### src/rtl/instr_fetch_unit_if.sv
// Fetch-stage bus bundle: instruction-memory read port, decoder halfword
// stream and branch redirect. master = fetch unit, slave = its environment.
interface instr_fetch_unit_if;
  logic        imem_req;
  logic [31:0] imem_addr;
  logic        imem_ack;
  logic [31:0] imem_rdata;
  logic        instr_valid;
  logic        instr_ready;
  logic [15:0] instr;
  logic [31:0] instr_pc;
  logic        branch_en;
  logic [31:0] branch_target;

  modport master (
    output imem_req, imem_addr, instr_valid, instr, instr_pc,
    input  imem_ack, imem_rdata, instr_ready, branch_en, branch_target
  );

  modport slave (
    input  imem_req, imem_addr, instr_valid, instr, instr_pc,
    output imem_ack, imem_rdata, instr_ready, branch_en, branch_target
  );
endinterface

### src/rtl/instr_fetch_unit.sv
// Thumb fetch stage: word reads from imem, split into PC-tagged halfwords via a
// prefetch FIFO. Define FETCH_PERF_EN to add the fetch/flush performance counters.
module instr_fetch_unit #(
  parameter logic [31:0] RESET_PC   = 32'h0000_0000,
  parameter int unsigned FIFO_DEPTH = 4
) (
  input logic                clk,
  input logic                rst,
  instr_fetch_unit_if.master bus
`ifdef FETCH_PERF_EN
  ,
  output logic [31:0]        perf_fetch_cnt,
  output logic [31:0]        perf_flush_cnt
`endif
);
  localparam int unsigned PW = (FIFO_DEPTH > 1) ? $clog2(FIFO_DEPTH) : 1;
  localparam int unsigned CW = $clog2(FIFO_DEPTH + 1);
  localparam logic [31:0] RESET_WORD = {RESET_PC[31:2], 2'b00};
  localparam logic [31:0] RESET_HPC  = {RESET_PC[31:1], 1'b0};

  typedef enum logic [1:0] {IDLE, REQ, DROP} state_t;
  typedef struct packed {
    logic [31:0] pc;
    logic [15:0] hw;
  } entry_t;

  state_t        state, state_nx;
  logic [31:0]   addr, addr_nx;
  logic [31:0]   tgt, tgt_nx;
  logic          skip_low, skip_low_nx;
  entry_t        mem [FIFO_DEPTH];
  logic [PW-1:0] rd_ptr, wr_ptr;
  logic [CW-1:0] count;
  logic [31:0]   free_now, fill_after, br_word;
  logic          pop, push_lo, push_hi;
  entry_t        lo_entry, hi_entry;
  logic          unused_target_bit;

  function automatic logic [PW-1:0] ptr_inc(input logic [PW-1:0] p);
    return (32'(p) == FIFO_DEPTH - 1) ? '0 : p + 1'b1;
  endfunction

  assign br_word           = {bus.branch_target[31:2], 2'b00};
  assign unused_target_bit = bus.branch_target[0];
  assign free_now          = FIFO_DEPTH - 32'(count);
  assign pop               = bus.instr_valid && bus.instr_ready;
  assign lo_entry          = '{pc: addr, hw: bus.imem_rdata[15:0]};
  assign hi_entry          = '{pc: {addr[31:2], 2'b10}, hw: bus.imem_rdata[31:16]};

  assign bus.imem_addr   = addr;
  assign bus.instr_valid = (count != '0);
  assign bus.instr       = mem[rd_ptr].hw;
  assign bus.instr_pc    = mem[rd_ptr].pc;

  // In DROP the bus keeps the old address; the redirect waits in tgt.
  always_comb begin
    state_nx     = state;
    addr_nx      = addr;
    tgt_nx       = tgt;
    skip_low_nx  = skip_low;
    push_lo      = 1'b0;
    push_hi      = 1'b0;
    fill_after   = '0;
    bus.imem_req = (state != IDLE);
    case (state)
      IDLE: begin
        if (bus.branch_en) begin
          addr_nx     = br_word;
          skip_low_nx = bus.branch_target[1];
          state_nx    = REQ;
        end else if (free_now >= 32'd2) begin
          state_nx = REQ;
        end
      end
      REQ: begin
        if (bus.branch_en) begin
          skip_low_nx = bus.branch_target[1];
          if (bus.imem_ack) begin
            addr_nx  = br_word;
            state_nx = REQ;
          end else begin
            tgt_nx   = br_word;
            state_nx = DROP;
          end
        end else if (bus.imem_ack) begin
          push_lo     = !skip_low;
          push_hi     = 1'b1;
          skip_low_nx = 1'b0;
          addr_nx     = addr + 32'd4;
          fill_after  = 32'(count) + (skip_low ? 32'd1 : 32'd2) - 32'(pop);
          state_nx    = (FIFO_DEPTH - fill_after >= 32'd2) ? REQ : IDLE;
        end
      end
      DROP: begin
        if (bus.branch_en) begin
          tgt_nx      = br_word;
          skip_low_nx = bus.branch_target[1];
        end else if (bus.imem_ack) begin
          addr_nx  = tgt;
          state_nx = REQ;
        end
      end
      default: state_nx = IDLE;
    endcase
  end

  always_ff @(posedge clk or negedge rst) begin
    if (!rst) begin
      state    <= IDLE;
      addr     <= RESET_WORD;
      tgt      <= RESET_WORD;
      skip_low <= RESET_PC[1];
      rd_ptr   <= '0;
      wr_ptr   <= '0;
      count    <= '0;
      for (int unsigned i = 0; i < FIFO_DEPTH; i++) begin
        mem[i] <= '{pc: RESET_HPC, hw: 16'h0000};
      end
    end else begin
      state    <= state_nx;
      addr     <= addr_nx;
      tgt      <= tgt_nx;
      skip_low <= skip_low_nx;
      if (bus.branch_en) begin
        rd_ptr <= '0;
        wr_ptr <= '0;
        count  <= '0;
      end else begin
        if (push_lo && push_hi) begin
          mem[wr_ptr]          <= lo_entry;
          mem[ptr_inc(wr_ptr)] <= hi_entry;
          wr_ptr               <= ptr_inc(ptr_inc(wr_ptr));
        end else if (push_hi) begin
          mem[wr_ptr] <= hi_entry;
          wr_ptr      <= ptr_inc(wr_ptr);
        end
        if (pop) begin
          rd_ptr <= ptr_inc(rd_ptr);
        end
        count <= count + CW'(push_lo) + CW'(push_hi) - CW'(pop);
      end
    end
  end

`ifdef FETCH_PERF_EN
  always_ff @(posedge clk or negedge rst) begin
    if (!rst) begin
      perf_fetch_cnt <= '0;
      perf_flush_cnt <= '0;
    end else begin
      if (state == REQ && bus.imem_ack) begin
        perf_fetch_cnt <= perf_fetch_cnt + 32'd1;
      end
      if (bus.branch_en) begin
        perf_flush_cnt <= perf_flush_cnt + 32'd1;
      end
    end
  end
`endif
endmodule
### src/flat_wrapper.sv
// flat-port wrapper written by rule: the top's interface ports become plain ports
module instr_fetch_unit_flat 
#(
  parameter logic [31:0] RESET_PC   = 32'h0000_0000,
  parameter int unsigned FIFO_DEPTH = 4
)
  (clk, rst, bus_imem_req, bus_imem_addr, bus_instr_valid, bus_instr, bus_instr_pc, bus_imem_ack, bus_imem_rdata, bus_instr_ready, bus_branch_en, bus_branch_target);
  instr_fetch_unit_if bus_i ();
  input logic clk;
  input logic rst;
  output wire logic [$bits(bus_i.imem_req)-1:0] bus_imem_req;
  output wire logic [$bits(bus_i.imem_addr)-1:0] bus_imem_addr;
  output wire logic [$bits(bus_i.instr_valid)-1:0] bus_instr_valid;
  output wire logic [$bits(bus_i.instr)-1:0] bus_instr;
  output wire logic [$bits(bus_i.instr_pc)-1:0] bus_instr_pc;
  input wire logic [$bits(bus_i.imem_ack)-1:0] bus_imem_ack;
  input wire logic [$bits(bus_i.imem_rdata)-1:0] bus_imem_rdata;
  input wire logic [$bits(bus_i.instr_ready)-1:0] bus_instr_ready;
  input wire logic [$bits(bus_i.branch_en)-1:0] bus_branch_en;
  input wire logic [$bits(bus_i.branch_target)-1:0] bus_branch_target;
  assign bus_imem_req = bus_i.imem_req;
  assign bus_imem_addr = bus_i.imem_addr;
  assign bus_instr_valid = bus_i.instr_valid;
  assign bus_instr = bus_i.instr;
  assign bus_instr_pc = bus_i.instr_pc;
  assign bus_i.imem_ack = bus_imem_ack;
  assign bus_i.imem_rdata = bus_imem_rdata;
  assign bus_i.instr_ready = bus_instr_ready;
  assign bus_i.branch_en = bus_branch_en;
  assign bus_i.branch_target = bus_branch_target;
  instr_fetch_unit #(.RESET_PC(RESET_PC), .FIFO_DEPTH(FIFO_DEPTH)) u_core (.clk(clk), .rst(rst), .bus(bus_i));
endmodule
### config.mk
export PLATFORM = sky130hd
export DESIGN_NAME = instr_fetch_unit_flat
export DESIGN_NICKNAME = d
export VERILOG_FILES = /design/src/rtl/instr_fetch_unit_if.sv /design/src/rtl/instr_fetch_unit.sv /design/src/flat_wrapper.sv
export SDC_FILE = /design/constraint.sdc
export NUM_CORES = 1
export LEC_CHECK = 0
export ABC_AREA = 1
export BUFFER_PORTS_ARGS = -buffer_cell sky130_fd_sc_hd__buf_4
export CAP_MARGIN = 20
export CORE_MARGIN = 4
export CORE_UTILIZATION = 55
export CTS_BUF_LIST = sky130_fd_sc_hd__clkbuf_16
export DETAILED_ROUTE_END_ITERATION = 10
export PLACE_DENSITY = 0.75
export SETUP_SLACK_MARGIN = 0.15
export SLEW_MARGIN = 20
export SYNTH_ARGS = -nofsm -noshare
export SYNTH_HDL_FRONTEND = slang
export SYNTH_SLANG_ARGS = --single-unit
### constraint.sdc
create_clock -name clk -period 4 [get_ports clk]
set_input_delay 0.4 -clock clk [delete_from_list [all_inputs] [get_ports clk]]
set_output_delay 0.4 -clock clk [all_outputs]
set_load 0.01 [all_outputs]
==> reports/qor.txt <==
Reg-to-Reg Start: u_core.wr_ptr[0]$_DFFE_PN0P_
Cell count after synthesis: 1927
Die Ht: 169 µm
Via count of the first global-routing pass: 13700
Clock skew: 0.0219 ns
DRC: 0
Power Dens Cells: 814 nW/µm²
Worst IR Drop VDD: 0.515 mV
Hold Startpoint: bus_branch_target[2]
Core area: 25300 µm²
Logic pwr share: 46.6%
Initial Utilization: 56.2%
Clock share of power: 19.6%
H-tree depth: 1
Worst slew pin tran: 1.12 ns
Yosys warns: 0
Min cycle time layout: 3.00 ns
Synth Area in Adders: 2.06%
RSZ-0062 raised after global routing: false
Post-CTS setup buffer count: 0
Critical Path Source Type: register
Sequential cell area: 6560 µm²
# diodes: 0
Compound-gate portion of the synthesized area: 20.9%
Run status: complete, no violations
Slew HR: 25.0%
Sequential area share after synthesis: 46.1%
Synth Area in XOR/XNOR: 0.246%
Int Power: 7.57 mW
Row count: 58
Met1 WL: 18.0 mm
Post-DP HPWL: 26.9 mm
Post-synth top cells: nand2_1 (541), o21ai_0 (325), dfrtp_1 (262)
Largest net degree at the start of global routing: 105
Seq pwr share: 33.8%
Critical path class: reg2reg
Grt ovf: 0
DRT Wirelength: 42.9 mm
Hold WC Path Type: in2reg
Nets: 2103
Final Setup Violations: 0
Crit path arrival time: 3.41 ns
Share of post-route cells with drive strength above 1: 12.0%
Worst hold margin: 0.102 ns
Unique masters post-synth: 44
R2r setup slk: 1.00 ns
Fillers: 2198
Pins Over Slew Limit: 0
Worst-skew pair later-pin latency: 0.55 ns
Fin area: 16500 µm²
CTS Buf Count: 28
Clock Path Buffers: 3
Antenna violations before repair: 0
Worst Path Max Fanout: 28
Fmax: 334 MHz
Via density per instance: 5.89
R2R cell count: 8
Part of the cycle the worst path needs: 74.9%
Switching Fraction: 43.5%
Vias post-DR: 13900
Initial DRC Count: 1515
Post-CTS Resized: 0
Average size of a mapped cell: 7.38 µm²
Switching pwr: 5.84 mW
Die area: 28500 µm²
Top-area cell type share of the netlist area: 46.1%
Worst Hold End: u_core.tgt[2]$_DFFE_PN0P_
Ys async rst share: 100%
Clk pin slew, worst setup/hold paths: 0.06 ns
# clock sinks: 262
Crit. Startpoint: u_core.wr_ptr[0]$_DFFE_PN0P_
Setup tns final: 0 ns
Most common cell in the netlist: nand2_1
Post-route ant nets: 0
Hold_buf cts: 1
Largest cells by area after synthesis: dfrtp_1 (46%), nand2_1 (14%), o21ai_0 (11%)
Final setup margin: 1.00 ns
P_leak: 7.89 nW
Global-route wire length before repair: 69.9 mm
CTS tree: built
Critical R2R Capture: u_core.mem[137]$_DFFE_PN0P_
GRT Util Overall: 29.8%
Post-synth EDFFs: 0
Top Layer Used: met4
Multi-input gate area: 6710 µm²
Wire length per cell: 18.1 µm
Main combinational cell family by area after synthesis: simple AND/OR/NAND/NOR gates
RD Place Congestion: 0.903
Placed Area: 15500 µm²
Synthesized flop and latch total: 262
Post-synthesis simple-gate area fraction: 23.1%
Root buffer cell: clkbuf_16
Final Hold Viols: 0
Setup WS pre-CTS: 1.05 ns
Area growth, synth to finish: 15.8%
Post-synthesis cell area: 14200 µm²
Multiplexer share of the synthesized area: 0.713%
I/O Pins: 151
Critical path capture point type: register
DR pass1 iterations: 5
Synth Flop Type: dfrtp_1
Post-synth top area cell: dfrtp_1
Port Buffers: 147
Die outline width: 169 µm
Max Cap Viol: 0
Hold depth: 2
Metal2 WL: 20.2 mm
Crit path required time: 4.41 ns
Met3 wire length: 3.50 mm
how the worst max path moves through the flow:
stage | to | slack [ns] | cells after the start
after floorplan | u_core.count[2]$_DFF_PN0_ | 1.19 | 12
after global routing | u_core.mem[96]$_DFFE_PN0P_ | 0.82 | 7
after CTS | u_core.mem[96]$_DFFE_PN0P_ | 1.07 | 8
after detailed placement | u_core.mem[69]$_DFFE_PN0P_ | 1.05 | 13
final | u_core.mem[137]$_DFFE_PN0P_ | 1.00 | 8
after global placement | u_core.mem[69]$_DFFE_PN0P_ | 1.12 | 13
area by class of cell:
| cell class | instances | share of cell area (%) |
|---|---|---|
| clock inverters | 20 | 1.15 |
| inverters | 120 | 2.77 |
| clock buffers | 29 | 4.41 |
| flip-flops and latches | 262 | 39.8 |
| well taps | 330 | 2.51 |
| multi-input cells | 1422 | 40.8 |
| repair buffers | 179 | 8.60 |
critical path, stage by stage, from the launching register on:
cell and delay, ns:
dfrtp_1 0.41, inv_1 0.11, ha_1 0.79, inv_1 0.30, o21ai_1 0.28, nand2_2 0.43
buf_4 0.37, nand2_1 0.08, o21ai_0 0.09
per-stage QoR:
stage,cells,util [%],total power [mW]
3_5_place_dp,2312,61.4,10.7
5_1_grt,2362,65.0,14.4
6_report,2362,65.0,13.4
3_3_place_gp,2312,61.4,10.5
4_1_cts,2362,65.0,13.4
2_1_floorplan,1928,-,8.24
flip-flops by register name, indices dropped and copies added, names as in the netlist:
register and count:
u_core.mem 192, u_core.bus.imem_addr 30, u_core.tgt 30, u_core.count 3, u_core.rd_ptr 2, u_core.state 2
u_core.wr_ptr 2, u_core.skip_low 1
per-layer routing:
layer  GRT usage [%]  vias up
li1                -     6526
met1            42.0     6665
met2            48.3      633
met3            3.92       97
met4            9.70        0
met5               0        -
layout by cell type (no fill, tap or decap), types with 5 or more instances in the layout:
master | Yosys | final
o22ai_1 | 46 | 46
ha_1 | 17 | 17
inv_1 | 112 | 117
nand2_1 | 541 | 540
dfrtp_1 | 262 | 261
nor2_1 | 213 | 212
nand3_1 | 74 | 73
mux2_2 | 9 | 9
buf_12 | 0 | 5
o22a_1 | 10 | 10
o21ai_1 | 24 | 24
buf_4 | 4 | 172
o21ai_0 | 325 | 325
clkbuf_16 | 0 | 29
a21oi_1 | 101 | 101
clkinv_1 | 1 | 7
inv_2 | 5 | 5
a22oi_1 | 24 | 24
cells by family (layout without fill, tap and decap cells):
family                   count (synthesis)  count (layout)
other                                    1               2
XOR/XNOR                                 4               4
multiplexers                             9               9
AND/OR/NAND/NOR                        838             838
flip-flops                             262             262
adder cells (fa/ha/maj)                 21              21
AO/OA/AOI/OAI                          548             548
buffers and inverters                  244             348
power groups by stage:
stage / sequential, mW / combinational [mW] / clock, mW
final: 4.54 / 6.25 / 2.62
after global routing: 4.65 / 7.02 / 2.75
after CTS: 4.49 / 6.23 / 2.65
after global placement: 4.50 / 6.03 / 0
after detailed placement: 4.52 / 6.19 / 0
after floorplan: 4.31 / 3.93 / 0
No activity file was read; power rests on OpenSTA's default activity.
